[src/rtl/dcache_port_arbiter_pkg.sv]
// Shared types and constants for the dcache request-port arbiter.
package dcache_port_arbiter_pkg;

  // CPU -> dcache request
  typedef struct packed {
    logic        valid;
    logic [39:0] addr;
    logic [63:0] data;
    logic [1:0]  size;
    logic        is_store;
    logic [6:0]  rd;
  } req_cpu_dcache_t;

  // dcache -> CPU response; ready means the request on the port was accepted
  typedef struct packed {
    logic        valid;
    logic        ready;
    logic [63:0] data;
    logic        xcpt;
    logic [6:0]  rd;
  } resp_dcache_cpu_t;

  typedef enum logic [1:0] {
    ARB_IDLE     = 2'd0,
    ARB_LOCK_LSU = 2'd1,
    ARB_LOCK_PTW = 2'd2
  } arb_state_t;

  localparam logic ARB_OWNER_LSU    = 1'b0;
  localparam logic ARB_OWNER_PTW    = 1'b1;
  localparam int   DC_TAG_OWNER_BIT = 6;

  localparam int unsigned STARVE_LIMIT_DEF = 8;
  localparam int unsigned MAX_OUTST_DEF    = 4;

endpackage

[src/rtl/dcache_port_arbiter_outst_counter.sv]
// Up/down counter of in-flight requests for one requester, with a full flag
// that makes the requester ineligible for arbitration.
module dcache_port_arbiter_outst_counter #(
  parameter int unsigned LIMIT = 4,
  parameter int unsigned W     = 3
) (
  input  logic         clk_i,
  input  logic         rstn_i,
  input  logic         inc_i,
  input  logic         dec_i,
  output logic [W-1:0] cnt_o,
  output logic         full_o
);

  logic [W-1:0] cnt_q;
  logic [W-1:0] cnt_d;

  // Next count: simultaneous inc/dec cancel; a decrement at zero is held at zero
  always_comb begin
    cnt_d = cnt_q;
    if (inc_i && !dec_i) begin
      cnt_d = cnt_q + W'(1);
    end else if (dec_i && !inc_i && (cnt_q != '0)) begin
      cnt_d = cnt_q - W'(1);
    end
  end

  // Count register
  always_ff @(posedge clk_i or negedge rstn_i) begin
    if (!rstn_i) begin
      cnt_q <= '0;
    end else begin
      cnt_q <= cnt_d;
    end
  end

  assign cnt_o  = cnt_q;
  assign full_o = (cnt_q == W'(LIMIT));

`ifndef SYNTHESIS
  // A response for a requester with nothing in flight means a tag got corrupted
  a_no_resp_at_zero: assert property (@(posedge clk_i) disable iff (!rstn_i)
    dec_i |-> (cnt_q != '0));
`endif

endmodule

[src/rtl/dcache_port_arbiter.sv]
// Shares the dcache request port between LSU and PTW: fixed priority to PTW
// with an LSU anti-starvation override, grant held until accepted, owner bit
// folded into the request tag and used to route responses back.
module dcache_port_arbiter
  import dcache_port_arbiter_pkg::*;
#(
  parameter int unsigned STARVE_LIMIT = STARVE_LIMIT_DEF,
  parameter int unsigned MAX_OUTST    = MAX_OUTST_DEF
) (
  input  logic             clk_i,
  input  logic             rstn_i,
  input  logic             flush_i,
  input  req_cpu_dcache_t  lsu_req_i,
  output logic             lsu_ready_o,
  output resp_dcache_cpu_t lsu_resp_o,
  input  req_cpu_dcache_t  ptw_req_i,
  output logic             ptw_ready_o,
  output resp_dcache_cpu_t ptw_resp_o,
  output req_cpu_dcache_t  dc_req_o,
  input  resp_dcache_cpu_t dc_resp_i
);

  localparam int unsigned STARVE_W = $clog2(STARVE_LIMIT + 1);
  localparam int unsigned OUTST_W  = $clog2(MAX_OUTST + 1);

  arb_state_t          state_q, state_d;
  logic [STARVE_W-1:0] starve_q, starve_d;
  logic [OUTST_W-1:0]  lsu_cnt, ptw_cnt;
  logic                lsu_full, ptw_full;
  logic                lsu_elig, ptw_elig, starve_at_limit;
  logic                grant_lsu, grant_ptw;
  logic                lsu_accept, ptw_accept;
  logic                lsu_resp_hit, ptw_resp_hit;

  assign lsu_elig        = lsu_req_i.valid & ~lsu_full;
  assign ptw_elig        = ptw_req_i.valid & ~ptw_full;
  assign starve_at_limit = (starve_q == STARVE_W'(STARVE_LIMIT));
  assign lsu_accept      = grant_lsu & dc_resp_i.ready;
  assign ptw_accept      = grant_ptw & dc_resp_i.ready;
  assign lsu_resp_hit    = dc_resp_i.valid & ~dc_resp_i.rd[DC_TAG_OWNER_BIT];
  assign ptw_resp_hit    = dc_resp_i.valid &  dc_resp_i.rd[DC_TAG_OWNER_BIT];

  // State and starvation counter registers
  always_ff @(posedge clk_i or negedge rstn_i) begin
    if (!rstn_i) begin
      state_q  <= ARB_IDLE;
      starve_q <= '0;
    end else begin
      state_q  <= state_d;
      starve_q <= starve_d;
    end
  end

  // Next state: lock onto an unaccepted winner, release on accept or kill
  always_comb begin
    state_d = state_q;
    unique case (state_q)
      ARB_IDLE: begin
        if (grant_ptw && !dc_resp_i.ready) begin
          state_d = ARB_LOCK_PTW;
        end else if (grant_lsu && !dc_resp_i.ready) begin
          state_d = ARB_LOCK_LSU;
        end
      end
      ARB_LOCK_LSU: if (!lsu_req_i.valid || dc_resp_i.ready) state_d = ARB_IDLE;
      ARB_LOCK_PTW: if (!ptw_req_i.valid || dc_resp_i.ready) state_d = ARB_IDLE;
      default:      state_d = ARB_IDLE;
    endcase
  end

  // Outputs: pick the grant, drive the dcache port with the owner-tagged request
  always_comb begin
    grant_lsu = 1'b0;
    grant_ptw = 1'b0;
    unique case (state_q)
      ARB_IDLE: begin
        if (ptw_elig && !(lsu_elig && starve_at_limit)) begin
          grant_ptw = 1'b1;
        end else if (lsu_elig) begin
          grant_lsu = 1'b1;
        end
      end
      ARB_LOCK_LSU: grant_lsu = lsu_req_i.valid;
      ARB_LOCK_PTW: grant_ptw = ptw_req_i.valid;
      default: ;
    endcase
    dc_req_o       = grant_ptw ? ptw_req_i : lsu_req_i;
    dc_req_o.valid = grant_lsu | grant_ptw;
    dc_req_o.rd    = grant_ptw ? {ARB_OWNER_PTW, ptw_req_i.rd[5:0]}
                               : {ARB_OWNER_LSU, lsu_req_i.rd[5:0]};
    lsu_ready_o    = lsu_accept;
    ptw_ready_o    = ptw_accept;
  end

  // Starvation counter: counts IDLE cycles where an eligible LSU lost
  always_comb begin
    starve_d = starve_q;
    if ((state_q == ARB_IDLE) && lsu_elig && !grant_lsu && !starve_at_limit) begin
      starve_d = starve_q + STARVE_W'(1);
    end
    if (flush_i || lsu_accept) begin
      starve_d = '0;
    end
  end

  // Response demux by the owner bit; payload fans out to both sides
  always_comb begin
    lsu_resp_o                      = dc_resp_i;
    lsu_resp_o.valid                = lsu_resp_hit;
    lsu_resp_o.ready                = lsu_ready_o;
    lsu_resp_o.rd[DC_TAG_OWNER_BIT] = 1'b0;
    ptw_resp_o                      = dc_resp_i;
    ptw_resp_o.valid                = ptw_resp_hit;
    ptw_resp_o.ready                = ptw_ready_o;
    ptw_resp_o.rd[DC_TAG_OWNER_BIT] = 1'b0;
  end

  dcache_port_arbiter_outst_counter #(.LIMIT(MAX_OUTST), .W(OUTST_W)) u_lsu_cnt (
    .clk_i  (clk_i),
    .rstn_i (rstn_i),
    .inc_i  (lsu_accept),
    .dec_i  (lsu_resp_hit),
    .cnt_o  (lsu_cnt),
    .full_o (lsu_full)
  );

  dcache_port_arbiter_outst_counter #(.LIMIT(MAX_OUTST), .W(OUTST_W)) u_ptw_cnt (
    .clk_i  (clk_i),
    .rstn_i (rstn_i),
    .inc_i  (ptw_accept),
    .dec_i  (ptw_resp_hit),
    .cnt_o  (ptw_cnt),
    .full_o (ptw_full)
  );

endmodule

[config.mk]
export PLATFORM = sky130hd
export DESIGN_NAME = dcache_port_arbiter
export DESIGN_NICKNAME = d
export VERILOG_FILES = /design/src/rtl/dcache_port_arbiter_pkg.sv /design/src/rtl/dcache_port_arbiter_outst_counter.sv /design/src/rtl/dcache_port_arbiter.sv
export SDC_FILE = /design/constraint.sdc
export NUM_CORES = 1
export LEC_CHECK = 0
export ABC_AREA = 1
export BUFFER_PORTS_ARGS = -buffer_cell sky130_fd_sc_hd__clkbuf_2
export CORE_AREA = 4 4 220 222
export CTS_BUF_LIST = sky130_fd_sc_hd__clkbuf_8
export CTS_CLUSTER_DIAMETER = 200
export DETAILED_ROUTE_END_ITERATION = 8
export DIE_AREA = 0 0 224 226
export GPL_TIMING_DRIVEN = 0
export PLACE_DENSITY_LB_ADDON = 0.08
export SKIP_CTS_REPAIR_TIMING = 1
export SLEW_MARGIN = 20
export SYNTH_ARGS = -nofsm -noshare
export SYNTH_HDL_FRONTEND = slang
export SYNTH_SLANG_ARGS = --single-unit
[constraint.sdc]
create_clock -name clk_i -period 2.8 [get_ports clk_i]
set_clock_uncertainty 0.15 [all_clocks]
set_input_delay 0.42 -clock clk_i [delete_from_list [all_inputs] [get_ports clk_i]]
set_output_delay 0.42 -clock clk_i [all_outputs]
set_load 0.05 [all_outputs]
==> impl_results.md, run 1 <==
* Placement row count at 79
* Drt pass-1 iters at 4
* CP Data Arrival Time at 2.14 ns
* Crit end category: output pin
* Levels on crit path at 14
* Static Leak at around 4.7 nW
* Slowest stage delay, CP at approximately 0.40 ns
* Commonest non-fill, non-tap cell in the layout: clkbuf_2
* Minimum clock period after layout at ~2.7 ns
* Final hold violations at 0
* Final nets at around 1400
* Slowest cell on crit path: dfrtp_1
* Vias in the first global route at between 4000 and 5000
* Cells after Synth at around 620
* Total chip power at roughly 6.5 mW
* Vias per inst at slightly below 3
* Crit path max fanout at 10
* Worst setup SP type: flip-flop
* Internal Power at between 2 and 2.5 mW
* Clock root cell: clkbuf_8
* Diodes inserted at 0
* Logic gate share of total power at between 90% and 100%
* Warning count from the yosys run at 0
* Psw at 4.15 mW
* CTS HTree Levels at 1
* Worst VDD drop at 0.472 mV
* Min-Delay Startpoint: dc_resp_i[72]
* Sequential share of the synthesized area at a little under a tenth
* Post-synth cell types at 24
* Post-DP HPWL at around 22000 um
* Status: completed
* Fmax at between 0.3 and 0.4 GHz
* Vias at 5179
* Die height at ~230 um
* Routed len/inst at roughly 14 um
* Drt initial violations at 84
* Worst path buffer plus inverter count at 6
* DP Worst Slack at -0.292 ns
* Routed WL at roughly 25000 um
* Crit-path cells: inv_2 -> ha_4 -> nand2_4 -> nor2_4 -> nand3_2 -> nand3b_1 -> nand2_4 -> buf_12 -> clkinv_8 -> buf_12 -> buf_8 -> nand2_1 -> nand2_1 -> buf_6
* Unrepaired setup endpoints after global routing: true
* Core region area at about 46000 sq um
* RR Endpoint: u_ptw_cnt.cnt_o[2]$_DFFE_PN0P_
* CTS tree: built
* Reg2reg start: starve_q[0]$_DFFE_PN0P_
* Power Dens Cells at between 800 and 900 nW/um^2
* Post-Syn Area per Cell at between 5 and 6 sq um
* EDFF count, synth at 0
* FFs w/ async S/R, synth at 100%
* Clock sink total at 12
* Die Outline Area at roughly 51000 sq um
* First-pass GRT wire length at roughly 32000 um
* Initial Util at ~7.2%
* Prevailing post-synth register cell: dfrtp_1
* Hold depth at 2
* Switching power share of the total at around 64%
* Clock Power Share at roughly 2.5%
* Antenna Nets Post-Route at 0
* Final period util at 96.9%
* Reg2reg setup slack at between 0.4 and 0.5 ns
* Setup-failing EPs final at 0
* Remaining DRCs at 0
* WHS at 0.288 ns
* Hold/Removal Path Class: input port to flip-flop
* GRT Util Overall at roughly 8.3%
* Layout area overhead at 130%
* I/O Buffers at just under 500
* Die width at approximately 220 um
* Hold endpoint: state_q[0]$_DFFE_PN0P_
* Gp weighted congestion at between 0.7 and 0.8
* Placed insts at 1720
* Fraction of layout cells with a size suffix above 1 at between 60 and 70%
* Cell Area, Synth at about 3300 sq um
* Worst-path clk slew at around 0.06 ns
* Final core utilization at 16.5%
* Number of top-level pins at 572
* Seq cells post-synth at 12
* Reg power frac at approximately 4.6%
* Total CTS buffers at 3
* Antenna violations before repair at 0
* Maxcap violations at 0
* Final slew viol count at 0
* CP top delay family: buffers and inverters
* Clk Latency, worst-skew pair at between 0.2 and 0.25 ns
* Final Non-Filler Cells at about 1700
* Grt ovf at 0
* CP Class: flip-flop to output pin
* Largest net degree at the start of global routing at 13
* Fin worst setup slack at around 0.086 ns
* CTS max path bufs at 2
* Commonest cells after routing, fill and taps aside: 392 x clkbuf_2, 342 x nand2_1, 181 x buf_4
* Worst Reg-to-Reg Cells at 17
* Critical Path RT at ~2.2 ns
cell type report:
cell class,count,area (sq um)
Buffer,173,1400
Clock buffer,3,41.3
Fill cell,5447,38700
Inverter,21,91.3
Multi-Input combinational cell,411,1800
Sequential cell,12,300
Tap cell,607,759
Timing Repair Buffer,509,3220
Timing Repair inverter,1,16.3
metrics by stage:
stage               area (sq um)  setup TNS [ns]
CTS                         6600          -38.38
global placement            6560           -7.54
global route                7630           -1.91
finish                      7630               0
detailed placement          6560           -8.30
floorplan                   3320               0
Yosys cell counts, types with 2 or more instances:
cell / n / share of area (%)
nand2_1: 369 / 42
buf_4: 151 / 34
inv_1: 18 / 2.0
buf_2: 13 / 2.0
dfrtp_1: 12 / 9.1
nand3_1: 9 / 1.4
nor2_1: 7 / 0.79
buf_6: 6 / 2.0
a21oi_1: 4 / 0.60
buf_1: 3 / 0.34
inv_2: 3 / 0.34
nand2_2: 3 / 0.57
o21ai_0: 3 / 0.45
a21boi_2: 2 / 0.68
fa_1: 2 / 1.2
ha_1: 2 / 0.75
xor2_1: 2 / 0.53
worst register-to-register path: cells and delay by family, from the launching register on:
family                     cells  cell delay, ns
adders and majority gates      2            0.54
DFF                            1            0.37
and+or+nand+nor               10            0.73
buffers and inverters          5            0.46
flip-flops by register name, indices dropped and copies added, names as in the netlist:
name	flops
starve_q	4
state_q	2
u_ptw_cnt.cnt_o	3
u_lsu_cnt.cnt_o	3
layer usage:
metal / part of all wire, % / global-route usage, % / vias to the layer above
li1: - / - / 2714
met1: 36 / 8.93 / 2214
met2: 56 / 17.2 / 249
met3: 7.4 / 1.94 / 2
met4: 0.036 / 0.239 / 0
met5: 0 / 0 / -
logic make-up after synthesis:
| group | after synthesis | synth area share, % |
|---|---|---|
| compound gates | 11 | 2.08 |
| xor+xnor | 2 | 0.528 |
| fa+ha+maj | 4 | 1.96 |
| buf+inv | 194 | 40.9 |
| flops | 12 | 9.06 |
| other cells | 1 | 0.113 |
| simple gates | 392 | 45.4 |
power groups by stage:
| stage | combinational (mW) | sequential [mW] | clock, mW |
|---|---|---|---|
| detailed placement | 5.05 | 0.301 | 0 |
| CTS | 5.06 | 0.298 | 0.171 |
| global placement | 5.09 | 0.301 | 0 |
| floorplan | 3.64 | 0.284 | 0 |
| finish | 6.01 | 0.296 | 0.162 |
| global route | 6.41 | 0.309 | 0.178 |
how the worst max path moves through the flow:
stage	from	end	slack (ns)
floorplan	starve_q[0]$_DFFE_PN0P_	dc_req_o[100]	0.50
global placement	starve_q[0]$_DFFE_PN0P_	dc_req_o[10]	-0.26
detailed placement	starve_q[0]$_DFFE_PN0P_	dc_req_o[10]	-0.29
CTS	starve_q[0]$_DFFE_PN0P_	dc_req_o[10]	-0.56
global route	starve_q[0]$_DFFE_PN0P_	dc_req_o[99]	-0.07
finish	starve_q[0]$_DFFE_PN0P_	dc_req_o[99]	0.09
Power figures use the tool's default switching activity.
==> inputs of run 2 (changes only) <==
==> constraint.sdc (replaced) <==
create_clock -name clk_i -period 2.8 [get_ports clk_i]
set_clock_uncertainty 0.15 [all_clocks]
set_input_delay 0.14 -clock clk_i [delete_from_list [all_inputs] [get_ports clk_i]]
set_output_delay 0.14 -clock clk_i [all_outputs]
set_load 0.05 [all_outputs]
==> impl_results.md, run 2 (same netlist as run 1, synthesis figures left out) <==
* Most common cell on crit path: nand2_1
* Die Outline Area at just over 50000 sq um
* Core region area at about 46000 sq um
* Static Leak at ~4.4 nW
* Commonest cells after routing, fill and taps aside: 440 x clkbuf_2, 369 x nand2_1, 161 x buf_4
* Number of top-level pins at 572
* Routed len/inst at roughly 14 um
* GRT Util Overall at 8.31%
* Crit path max fanout at 10
* Unrepaired setup endpoints after global routing: true
* Die width at around 220 um
* Layout area overhead at 106%
* Multi-input combinational cell area at approximately 1700 sq um
* Maxcap violations at 0
* Die height at roughly 230 um
* Commonest non-fill, non-tap cell in the layout: clkbuf_2
* CP Data Arrival Time at 2.27 ns
* Fraction of layout cells with a size suffix above 1 at between 60% and 70%
* Register Area at roughly 300 sq um
* Final Non-Filler Cells at 1726
* Crit end category: output pin
* Crit-path cells: inv_1 -> ha_1 -> nand2_1 -> nor2_1 -> nand3_1 -> nand3b_1 -> nand2_4 -> buf_8 -> clkbuf_4 -> nand2_1 -> nand2_1 -> clkbuf_4
* Placement row count at about 80
* I/O Buffers at approximately 500
* Worst-path clk slew at ~0.05 ns
* First-pass GRT wire length at 32100 um
* CP Class: flip-flop to output pin
* Final core utilization at between 10% and 20%
* Hold/Removal Path Class: input port to flip-flop
* Vias in the first global route at 4936
* Vias at slightly above 5000
* CTS tree: built
* Gp weighted congestion at between 0.7 and 0.8
* Routed WL at approximately 24000 um
* Final hold violations at 0
* Initial Util at 7.15%
* Vias per inst at 2.94
* # fillers at around 5500
* CTS HTree Levels at 1
* Clock sink total at 12
* Remaining DRCs at 0
* Reg2reg start: starve_q[0]$_DFFE_PN0P_
* Drt initial violations at between 60 and 70
* Grt ovf at 0
* Min-Delay Startpoint: dc_resp_i[72]
* Largest net degree at the start of global routing at 13
* Critical Path RT at 2.51 ns
* Fmax at ~0.4 GHz
* Slowest cell on crit path: dfrtp_1
* Diodes inserted at 0
* Antenna violations before repair at 0
* CTS max path bufs at 2
* Power Dens Cells at approximately 820 nW/um^2
* Top reg by flops: starve_q
* Drt pass-1 iters at 4
* Post-DP HPWL at approximately 22000 um
* Clock root cell: clkbuf_8
* Worst VDD drop at roughly 0.30 mV
* Max FFs per register at 4
* Setup-failing EPs final at 0
* Crit. Startpoint: starve_q[0]$_DFFE_PN0P_
* Final slew viol count at 0
* Slowest stage delay, CP at between 0.3 and 0.4 ns
* Final nets at 1432
* Final period util at between 90% and 100%
* Total CTS buffers at 3
* Worst setup SP type: flip-flop
* Placed insts at around 1700
* Clk Latency, worst-skew pair at roughly 0.24 ns
* Status: completed
* Minimum clock period after layout at between 2 and 3 ns
* Antenna Nets Post-Route at 0
[run 2: final cells by class]
type | count | share of cell area (%)
Buffer | 173 | 19.4
Clock buffer | 3 | 0.605
Inverter | 21 | 1.23
Multi-Input combinational cell | 411 | 24.4
Sequential cell | 12 | 4.40
Tap cell | 607 | 11.1
Timing Repair Buffer | 499 | 38.8
[run 2: path summary, 6_finish.rpt]
check / endpoint / slack (ns) / cells after the start
worst min-delay path: state_q[1]$_DFFE_PN0P_ / 0.01 / 2
max in group asynchronous: u_lsu_cnt.cnt_o[0]$_DFFE_PN0P_ / 2.04 / 2
worst max-delay path: dc_req_o[74] / 0.24 / 12
min in group asynchronous: state_q[0]$_DFFE_PN0P_ / 0.20 / 2
worst max register to register: u_ptw_cnt.cnt_o[2]$_DFFE_PN0P_ / 0.40 / 16
worst min register to register: u_ptw_cnt.cnt_o[2]$_DFFE_PN0P_ / 0.39 / 2
[run 2: worst max-delay path: cells and delay by family, from the launching register on]
family | cells | cell delay (ns)
simple gates | 7 | 0.72
buf+inv | 4 | 0.72
fa+ha+maj | 1 | 0.20
flops | 1 | 0.37
[run 2: stage by stage]
step / setup slack [ns] / total power, mW / hold WS, ns / instance area (sq um) / setup TNS [ns]
after floorplan: 0.550 / 3.92 / -0.306 / 3320 / 0
after global placement: 0.0152 / 5.39 / -0.0763 / 6560 / 0
after detailed placement: -0.0124 / 5.36 / -0.0707 / 6560 / -0.0124
after CTS: -0.283 / 5.53 / -0.338 / 6600 / -7.52
after global routing: -0.00802 / 6.01 / 0.0180 / 6830 / -0.0136
final: 0.240 / 5.58 / 0.0130 / 6830 / 0
[run 2: where the power goes]
part / internal [mW] / switching, mW
registers: 0.234 / 0.0618
clock network: 0.0949 / 0.0650
logic: 1.33 / 3.80
total: 1.66 / 3.93
[run 2: layer usage]
metal	up-vias	global-route usage, %	wire, um
met2	247	17.2	13500
met4	0	0.239	12
met1	2138	8.93	8550
li1	2691	-	-
met3	2	1.94	1920
met5	-	0	0
==> inputs of run 3 (changes only) <==
--- a/config.mk
+++ b/config.mk
@@ -5,13 +5,13 @@
 export SDC_FILE = /design/constraint.sdc
 export NUM_CORES = 1
 export LEC_CHECK = 0
-export ABC_AREA = 1
+export ABC_AREA = 0
 export BUFFER_PORTS_ARGS = -buffer_cell sky130_fd_sc_hd__clkbuf_2
-export CORE_AREA = 4 4 220 222
+export CORE_AREA = 4 4 218 220
 export CTS_BUF_LIST = sky130_fd_sc_hd__clkbuf_8
 export CTS_CLUSTER_DIAMETER = 200
 export DETAILED_ROUTE_END_ITERATION = 8
-export DIE_AREA = 0 0 224 226
+export DIE_AREA = 0 0 222 224
 export GPL_TIMING_DRIVEN = 0
 export PLACE_DENSITY_LB_ADDON = 0.08
 export SKIP_CTS_REPAIR_TIMING = 1
==> impl_results.md, run 3 <==
* Status: finished, violations left
* Failing checks: hold timing
* Placement row count at a little under 80
* Commonest non-fill, non-tap cell in the layout: clkbuf_2
* Area leader, netlist: nand2_1
* Top cells by area, synth: nand2_1 38%, buf_4 34%, dfrtp_1 8.9%
* Max FFs per register at 4
* Clock root cell: clkbuf_8
* Initial Util at between 7 and 8%
* Top reg by flops: starve_q
* Slowest cell on crit path: dfrtp_2
* Setup-failing EPs final at 0
* CP Class: flip-flop to output pin
* Fmax at 0.374 GHz
* Logic gate share of total power at 86.9%
* Post-synth cell types at 42
* First-pass GRT wire length at 34300 um
* Largest net degree at the start of global routing at 13
* CTS HTree Levels at 1
* Worst-path clk slew at 0.07 ns
* # fillers at around 5400
* Static Leak at 4.33 nW
* Post-Syn Area per Cell at ~5.6 sq um
* Synth cell count leaders: 345 x nand2_1, 154 x buf_4, 12 x buf_2, 12 x dfrtp_1
* Drt initial violations at 172
* Cells after Synth at about 610
* Layout area overhead at 104%
* Antenna violations before repair at 2
* Die width at between 200 and 250 um
* Unrepaired setup endpoints after global routing: true
* Post-DP HPWL at 22200 um
* Switching power share of the total at between 60% and 70%
* Critical Path RT at between 2 and 3 ns
* Clock Power Share at between 5 and 6%
* Vias per inst at between 3 and 4
* Final period util at roughly 96%
* Count leader, synth: nand2_1
* Core region area at between 40000 and 50000 sq um
* Psw at ~2.6 mW
* Routed len/inst at about 14 um
* Vias at 5197
* Prevailing post-synth register cell: dfrtp_1
* Worst setup SP type: flip-flop
* Number of top-level pins at between 500 and 600
* Crit end category: output pin
* Gp weighted congestion at 0.768
* CTS tree: built
* Antenna Nets Post-Route at 0
* Die Outline Area at between 40000 and 50000 sq um
* I/O Buffers at roughly 500
* Minimum clock period after layout at ~2.7 ns
* Slowest stage delay, CP at 0.46 ns
* EDFF count, synth at 0
* FFs w/ async S/R, synth at 100%
* Cell Area, Synth at about 3400 sq um
* Remaining DRCs at 0
* Clock sink total at 12
* Clk Latency, worst-skew pair at about 0.25 ns
* Internal Power at roughly 1.3 mW
* Drt pass-1 iters at 4
* Vias in the first global route at 5251
* Maxcap violations at 0
* Power Dens Cells at around 570 nW/um^2
* GRT Util Overall at 8.88%
* Worst VDD drop at 0.168 mV
* Final hold violations at 5
* Crit-path cells: or3b_4 -> o221ai_2 -> buf_6 -> buf_8 -> buf_4 -> nand2_1 -> nand2_1 -> buf_4
* Sequential share of the synthesized area at under 10%
* Warning count from the yosys run at 0
* Fraction of layout cells with a size suffix above 1 at between 60% and 70%
* Total CTS buffers at 3
* Routed WL at about 24000 um
* CTS max path bufs at 2
* Die height at between 200 and 250 um
* Post-synth top area share at between 30% and 40%
* Final slew viol count at 0
* WHS at -0.0239 ns
* Final nets at roughly 1400
* Reg power frac at under 10%
* Seq cells post-synth at 12
* Crit path max fanout at 10
* CP Data Arrival Time at between 2 and 2.5 ns
* Commonest cells after routing, fill and taps aside: 449 x clkbuf_2, 345 x nand2_1, 158 x buf_4
* Final core utilization at between 10% and 20%
* Hold/Removal Path Class: input port to flip-flop
* Grt ovf at 0
run 3: routing by layer:
metal,up-vias,track usage [%],routed length (um)
met2,273,17.7,13300
met4,4,0.360,46
met1,2202,10.0,9100
met3,8,2.12,1850
li1,2710,-,-
met5,-,0,34
run 3: cells by family (layout without fill, tap and decap cells):
family,after synthesis,in the layout,share of synthesized area [%]
compound gates,20,20,4.64
xor+xnor,5,5,1.30
fa+ha+maj,4,4,1.93
buf+inv,186,688,38.4
flops,12,12,8.90
mux,3,3,0.890
other cells,1,3,0.111
simple gates,377,377,43.8
run 3: final timing paths:
check                                               start                        endpoint  slack (ns)  cells after the start
setup / recovery           u_ptw_cnt.cnt_o[0]$_DFFE_PN0P_                   dc_req_o[109]        0.13                      8
hold / removal                                    flush_i         starve_q[2]$_DFFE_PN0P_       -0.02                      2
setup reg to reg           u_ptw_cnt.cnt_o[0]$_DFFE_PN0P_  u_lsu_cnt.cnt_o[2]$_DFFE_PN0P_        0.18                      8
hold reg to reg            u_lsu_cnt.cnt_o[0]$_DFFE_PN0P_  u_lsu_cnt.cnt_o[0]$_DFFE_PN0P_        0.39                      1
max in group asynchronous                          rstn_i  u_lsu_cnt.cnt_o[0]$_DFFE_PN0P_        2.03                      2
min in group asynchronous                          rstn_i  u_lsu_cnt.cnt_o[2]$_DFFE_PN0P_        0.18                      2
run 3: metrics by stage:
stage / total power [mW] / instances / setup WS [ns] / TNS (ns) / instance area [sq um]
finish: 3.96 / 1712 / 0.125 / 0 / 6900
global route: 4.25 / 1711 / -0.0377 / -0.346 / 6900
CTS: 3.91 / 1709 / -0.447 / -22.10 / 6670
detailed placement: 3.70 / 1705 / -0.175 / -3.10 / 6620
global placement: 3.74 / 1705 / -0.184 / -3.36 / 6620
floorplan: 2.75 / 609 / 0.124 / 0 / 3390
run 3: power groups by stage:
stage | sequential (mW) | clock [mW] | combinational [mW]
final | 0.317 | 0.201 | 3.44
after global routing | 0.329 | 0.214 | 3.70
after CTS | 0.309 | 0.206 | 3.39
after detailed placement | 0.312 | 0 | 3.38
after global placement | 0.321 | 0 | 3.42
after floorplan | 0.291 | 0 | 2.46
run 3: critical path, delay by kind of cell, from the launching register on:
| family | cells | cell delay [ns] |
|---|---|---|
| flip-flops | 1 | 0.46 |
| buffers and inverters | 4 | 0.79 |
| AO/OA/AOI/OAI | 1 | 0.26 |
| AND/OR/NAND/NOR | 3 | 0.60 |
run 3: cell type report:
type	count	area, sq um	share of cell area (%)
antenna	1	2.50	0.0363
tap	600	751	10.9
inverter	11	48.8	0.707
timing repair buffer	498	2610	37.9
buffer	175	1320	19.1
multi-input combinational	411	1800	26.1
sequential	12	307	4.44
clock buffer	4	55.1	0.798
